`src/rtl/ft600_bus_arbiter.sv`:
```
// ft600_bus_arbiter: sequences the FT600 245 sync-FIFO bus between RX and TX bursts.
// Owns OE_N/RD_N/WR_N and pad direction; fair RX/TX alternation, burst cap, one turnaround cycle.
module ft600_bus_arbiter #(
  parameter int DATA_W    = 16,
  parameter int BE_W      = 2,
  parameter int MAX_BURST = 256
) (
  input  logic              ftdi_clk,
  input  logic              rst,
  input  logic              ftdi_rxf_n,
  input  logic              ftdi_txe_n,
  output logic              ftdi_oe_n,
  output logic              ftdi_rd_n,
  output logic              ftdi_wr_n,
  input  logic [DATA_W-1:0] ftdi_data_i,
  input  logic [BE_W-1:0]   ftdi_be_i,
  output logic [DATA_W-1:0] ftdi_data_o,
  output logic [BE_W-1:0]   ftdi_be_o,
  output logic              ftdi_bus_oe,
  output logic [DATA_W-1:0] rx_data,
  output logic [BE_W-1:0]   rx_be,
  output logic              rx_wr,
  input  logic              rx_afull,
  input  logic [DATA_W-1:0] tx_data,
  input  logic [BE_W-1:0]   tx_be,
  input  logic              tx_empty,
  output logic              tx_rd,
  output logic              busy
);

  localparam int CNT_W = $clog2(MAX_BURST + 1);
  localparam logic [CNT_W-1:0] CNT_LAST = CNT_W'(MAX_BURST - 1);

  typedef enum logic [2:0] {S_IDLE, S_RD_OE, S_RD, S_WR, S_TURN} state_e;
  typedef enum logic {DIR_RX, DIR_TX} dir_e;

  state_e             state_q, state_d;
  dir_e               last_q, last_d;
  logic               oe_n_q, oe_n_d;
  logic               rd_n_q, rd_n_d;
  logic               bus_oe_q, bus_oe_d;
  logic               rx_wr_q, rx_wr_d;
  logic [DATA_W-1:0]  rx_data_q, rx_data_d;
  logic [BE_W-1:0]    rx_be_q, rx_be_d;
  logic [CNT_W-1:0]   cnt_q, cnt_d;

  logic wr_n_c, tx_pop, rx_acc, rx_req, tx_req;

  assign wr_n_c = !(state_q == S_WR && !tx_empty);
  assign tx_pop = (state_q == S_WR) && !wr_n_c && !ftdi_txe_n;
  assign rx_acc = !ftdi_rxf_n && !rd_n_q;
  assign rx_req = !ftdi_rxf_n && !rx_afull;
  assign tx_req = !ftdi_txe_n && !tx_empty;

  always_ff @(posedge ftdi_clk or posedge rst) begin
    if (rst) begin
      state_q   <= S_IDLE;
      last_q    <= DIR_TX;
      oe_n_q    <= 1'b1;
      rd_n_q    <= 1'b1;
      bus_oe_q  <= 1'b0;
      rx_wr_q   <= 1'b0;
      rx_data_q <= '0;
      rx_be_q   <= '0;
      cnt_q     <= '0;
    end else begin
      state_q   <= state_d;
      last_q    <= last_d;
      oe_n_q    <= oe_n_d;
      rd_n_q    <= rd_n_d;
      bus_oe_q  <= bus_oe_d;
      rx_wr_q   <= rx_wr_d;
      rx_data_q <= rx_data_d;
      rx_be_q   <= rx_be_d;
      cnt_q     <= cnt_d;
    end
  end

  always_comb begin
    state_d   = state_q;
    last_d    = last_q;
    oe_n_d    = oe_n_q;
    rd_n_d    = rd_n_q;
    bus_oe_d  = bus_oe_q;
    rx_wr_d   = 1'b0;
    rx_data_d = rx_data_q;
    rx_be_d   = rx_be_q;
    cnt_d     = cnt_q;

    // Capture also happens on the exit edge, so at most one word lands after rx_afull.
    if (rx_acc) begin
      rx_wr_d   = 1'b1;
      rx_data_d = ftdi_data_i;
      rx_be_d   = ftdi_be_i;
    end

    unique case (state_q)
      S_IDLE: begin
        cnt_d = '0;
        // last_grant is latched at grant time; TURN always follows, so this matches recording it in TURN.
        if (rx_req && (!tx_req || last_q == DIR_TX)) begin
          state_d = S_RD_OE;
          oe_n_d  = 1'b0;
          last_d  = DIR_RX;
        end else if (tx_req) begin
          state_d  = S_WR;
          bus_oe_d = 1'b1;
          last_d   = DIR_TX;
        end
      end
      S_RD_OE: begin
        state_d = S_RD;
        rd_n_d  = 1'b0;
      end
      S_RD: begin
        if (rx_acc) cnt_d = cnt_q + CNT_W'(1);
        if (ftdi_rxf_n || rx_afull || (rx_acc && cnt_q == CNT_LAST)) begin
          state_d = S_TURN;
          oe_n_d  = 1'b1;
          rd_n_d  = 1'b1;
        end
      end
      S_WR: begin
        if (tx_pop) cnt_d = cnt_q + CNT_W'(1);
        if (ftdi_txe_n || tx_empty || (tx_pop && cnt_q == CNT_LAST)) begin
          state_d  = S_TURN;
          bus_oe_d = 1'b0;
        end
      end
      S_TURN: begin
        state_d  = S_IDLE;
        oe_n_d   = 1'b1;
        rd_n_d   = 1'b1;
        bus_oe_d = 1'b0;
      end
      default: begin
        state_d  = S_IDLE;
        oe_n_d   = 1'b1;
        rd_n_d   = 1'b1;
        bus_oe_d = 1'b0;
      end
    endcase
  end

  assign ftdi_oe_n   = oe_n_q;
  assign ftdi_rd_n   = rd_n_q;
  assign ftdi_wr_n   = wr_n_c;
  assign ftdi_bus_oe = bus_oe_q;
  assign ftdi_data_o = tx_data;
  assign ftdi_be_o   = tx_be;
  assign rx_data     = rx_data_q;
  assign rx_be       = rx_be_q;
  assign rx_wr       = rx_wr_q;
  assign tx_rd       = tx_pop;
  assign busy        = (state_q != S_IDLE);

endmodule

```
`config.mk`:
```
export PLATFORM = sky130hd
export DESIGN_NAME = ft600_bus_arbiter
export DESIGN_NICKNAME = d
export VERILOG_FILES = /design/src/rtl/ft600_bus_arbiter.sv
export SDC_FILE = /design/constraint.sdc
export NUM_CORES = 1
export LEC_CHECK = 0
export ABC_AREA = 1
export CAP_MARGIN = 25
export CORE_MARGIN = 4
export CORE_UTILIZATION = 55
export DETAILED_ROUTE_END_ITERATION = 8
export DONT_BUFFER_PORTS = 1
export PLACE_DENSITY_LB_ADDON = 0.05
export RECOVER_POWER = 25
export SLEW_MARGIN = 10
export SYNTH_ARGS = -nofsm -noshare
export SYNTH_HDL_FRONTEND = slang
export SYNTH_SLANG_ARGS = --single-unit
export TNS_END_PERCENT = 1
```
`constraint.sdc`:
```
create_clock -name ftdi_clk -period 1.61 [get_ports ftdi_clk]
set_input_delay 0.161 -clock ftdi_clk [delete_from_list [all_inputs] [get_ports ftdi_clk]]
set_output_delay 0.161 -clock ftdi_clk [all_outputs]
set_load 0.03 [all_outputs]
```
==> results_dict.tcl <==
set metrics [dict create \
    drcViolationCount 0 \
    place_area_um2 1792 \
    synth_mux_area_share_pct 0 \
    finalHoldViolCount 0 \
    first_pass_iters 4 \
    power_density_nw_per_um2 1757 \
    grt_pass1_vias 1486 \
    synth_top_area_cell "dfrtp_1" \
    cp-start-kind "flop" \
    post_drt_via_cell_ratio 4.943 \
    maxCapViolCount 0 \
    status "complete, no violations" \
    area_growth_syn_to_layout_pct 13.94 \
    synth_warnings 0 \
    cp-end-kind "flop" \
    diodes 0 \
    worstPathMaxFanout 3 \
    htree_levels 2 \
    die_w_um 65.55 \
    yosys.area.top_type_share_pct 43.96 \
    hold_path_depth 3 \
    fin_area_um2 2076 \
    cp_slowest_stage_delay_ns 0.38 \
    period_share_pct 99.49 \
    critPathBufInv 0 \
    synth-compound-area-share_pct 4.739 \
    yosysUniqueCellTypes 26 \
    wirelength_um 3981 \
    grt_antenna_before_repair 0 \
    syn-instance-count 237 \
    grt.overflow.total 0 \
    chipHeight_um 65.55 \
    dieArea_um2 4297 \
    cp.arrival_ns 1.85 \
    synth.avg_cell_area_um2 7.687 \
    ios 85 \
    drtIter0Drc 51 \
    vias 1468 \
    cp_num_cells 8 \
    ant_nets 0 \
    max_freq_mhz 624.3 \
    fin_skew_ns 0.01001 \
    synth_fa_ha_area_share_pct 1.374 \
    start_util_pct 58.71 \
    drv_slew 0 \
    core_area_um2 3103 \
    min_period_ns 1.602 \
    mostFrequentLayoutCell "nand2_1" \
    worstSkewPairLatency_ns 0.35 \
    clockBufferDepth 2 \
    clkTransAtPathRegs_ns 0.12 \
    irDropWorstVdd_uv 996.2 \
    cts_tree "built" \
    slowest_stage "dfrtp_1" \
    syn_area_um2 1822 \
    cp_top_family "simple AND/OR/NAND/NOR gates" \
    final_cell_mix "nand2_1 (97), dfrtp_1 (32), inv_1 (20)" \
    fp-row-count 20 \
    io_buffer_count 0 \
    numClockSinks 35 \
    grt_max_degree 36 \
    layout-drive-gt1-share_pct 16.21 \
    leakage_nw 1.075 \
    seq_area_frac_synth_pct 48.28 \
    synth_area_leaders "dfrtp_1 (44%), nand2_1 (20%), buf_4 (7.4%)" \
    numCtsBuffers 5 \
    slew-limit-headroom_pct 45.03 \
    wl_per_cell_um 13.40 \
    grt_pass1_wl_um 6837 \
    hold_class "input pin to flop" \
    critPathKind "flop to flop" \
    yosys.area_share.simple_pct 32.07 \
    setup_tns_ns 0 \
    tightest_slew_ns 0.8246 \
    clock-root-buffer "clkbuf_4" \
    synth.net_count 281 \
    synthXorXnorAreaFrac_pct 0 \
    rsz0062_at_grt "yes" \
    synth-seq-cells 35 \
    synth_top_family_by_area "simple AND/OR/NAND/NOR gates" \
    nets 296 \
    r2r_cells 8 \
    grt_usage_pct 21.08 \
    setup_viol 0 \
    crit_required_ns 1.85 \
    gp_congestion 0.8428 \
    crit_chain "ha_2 > nand2_2 > nor4_2 > ha_2 > nand2_1 > nand3_2 > nand2_2 > o21ba_2" \
    dp_hpwl_um 2740 \
]
-- per-layer routing --
metal  up-vias  track usage, %  wire [um]
met5         -               0          0
met3        19           8.205        404
li1        740               -          -
met2        65           33.12       1833
met4         0           9.067         97
met1       644           25.72       1645
-- Yosys cell counts (all sizes together) --
master / instances
nand3: 16
nor2: 17
ha: 2
nor3b: 1
nor3: 2
inv: 23
nand3b: 1
nand4: 1
clkbuf: 1
nand2: 101
dfrtp: 32
or2: 1
a21oi: 1
nor4: 1
o21ba: 1
o21ai: 12
buf: 21
dfstp: 3
-- per-stage QoR --
stage	cells	worst slack [ns]	util (%)	total power [mW]	hold slack (ns)
floorplan	237	0.005286	-	2.935	0.2778
global placement	269	0.03028	57.74	3.079	0.1720
detailed placement	269	-0.05654	57.74	3.119	0.1842
CTS	297	-0.04147	66.81	3.658	0.04482
global route	297	-0.1053	66.90	3.939	0.06661
finish	297	0.008133	66.90	3.648	0.06849
-- final timing paths --
| path | slack (ns) | endpoint | startpoint |
|---|---|---|---|
| setup / recovery | 0.008 | state_q[1]$_DFFE_PP0P_ | cnt_q[0]$_DFFE_PP0P_ |
| hold / removal | 0.07 | state_q[0]$_DFFE_PP0P_ | ftdi_txe_n |
| setup reg to reg | 0.008 | state_q[1]$_DFFE_PP0P_ | cnt_q[0]$_DFFE_PP0P_ |
| hold reg to reg | 0.47 | last_q$_DFFE_PP1P_ | last_q$_DFFE_PP1P_ |
| max in group asynchronous | 0.60 | state_q[0]$_DFFE_PP0P_ | rst |
| min in group asynchronous | 0.48 | rx_data[2]$_DFFE_PP0P_ | rst |
-- timing repair --
action | 4_1_cts | 5_1_grt
buffers inserted | 1 | 0
hold buffers | 19 | 0
pin swaps | 5 | 2
endpoints found under the hold margin | 50 | 0
setup endpoints to repair | 4 | 9
gates resized for setup | 8 | 3
-- power by group --
group / internal (mW) / switching [mW]
clock: 0.167 / 0.313
sequential: 1.21 / 0.716
combinational: 0.418 / 0.825
-- area by class of cell --
cell class / count / area (um2)
clock buffer: 5 / 37.54
clock inverter: 3 / 20.02
fill: 289 / 1027
inverter: 23 / 86.33
multi-input combinational: 157 / 726.9
sequential: 35 / 879.6
tap: 44 / 55.05
timing repair buffer: 30 / 270.3
-- state kept, by name (all words and copies together) (netlist names) --
name and cells:
last_q 1, ftdi_bus_oe 1, rx_data 16, rx_be 2, ftdi_oe_n 1, cnt_q 9
state_q 3, ftdi_rd_n 1, rx_wr 1
-- kinds of logic (layout without fill, tap and decap cells) --
kind of cell | count (synthesis) | after routing
flops | 35 | 35
buf+inv | 45 | 61
fa+ha+maj | 2 | 2
compound gates | 14 | 14
simple gates | 141 | 141
-- worst min-delay path, delay by kind of cell --
kind | cells | cell delay [ns]
AOI/OAI and AO/OA | 1 | 0.05
and+or+nand+nor | 2 | 0.17
Note: power is estimated with default switching activity, not from simulation.
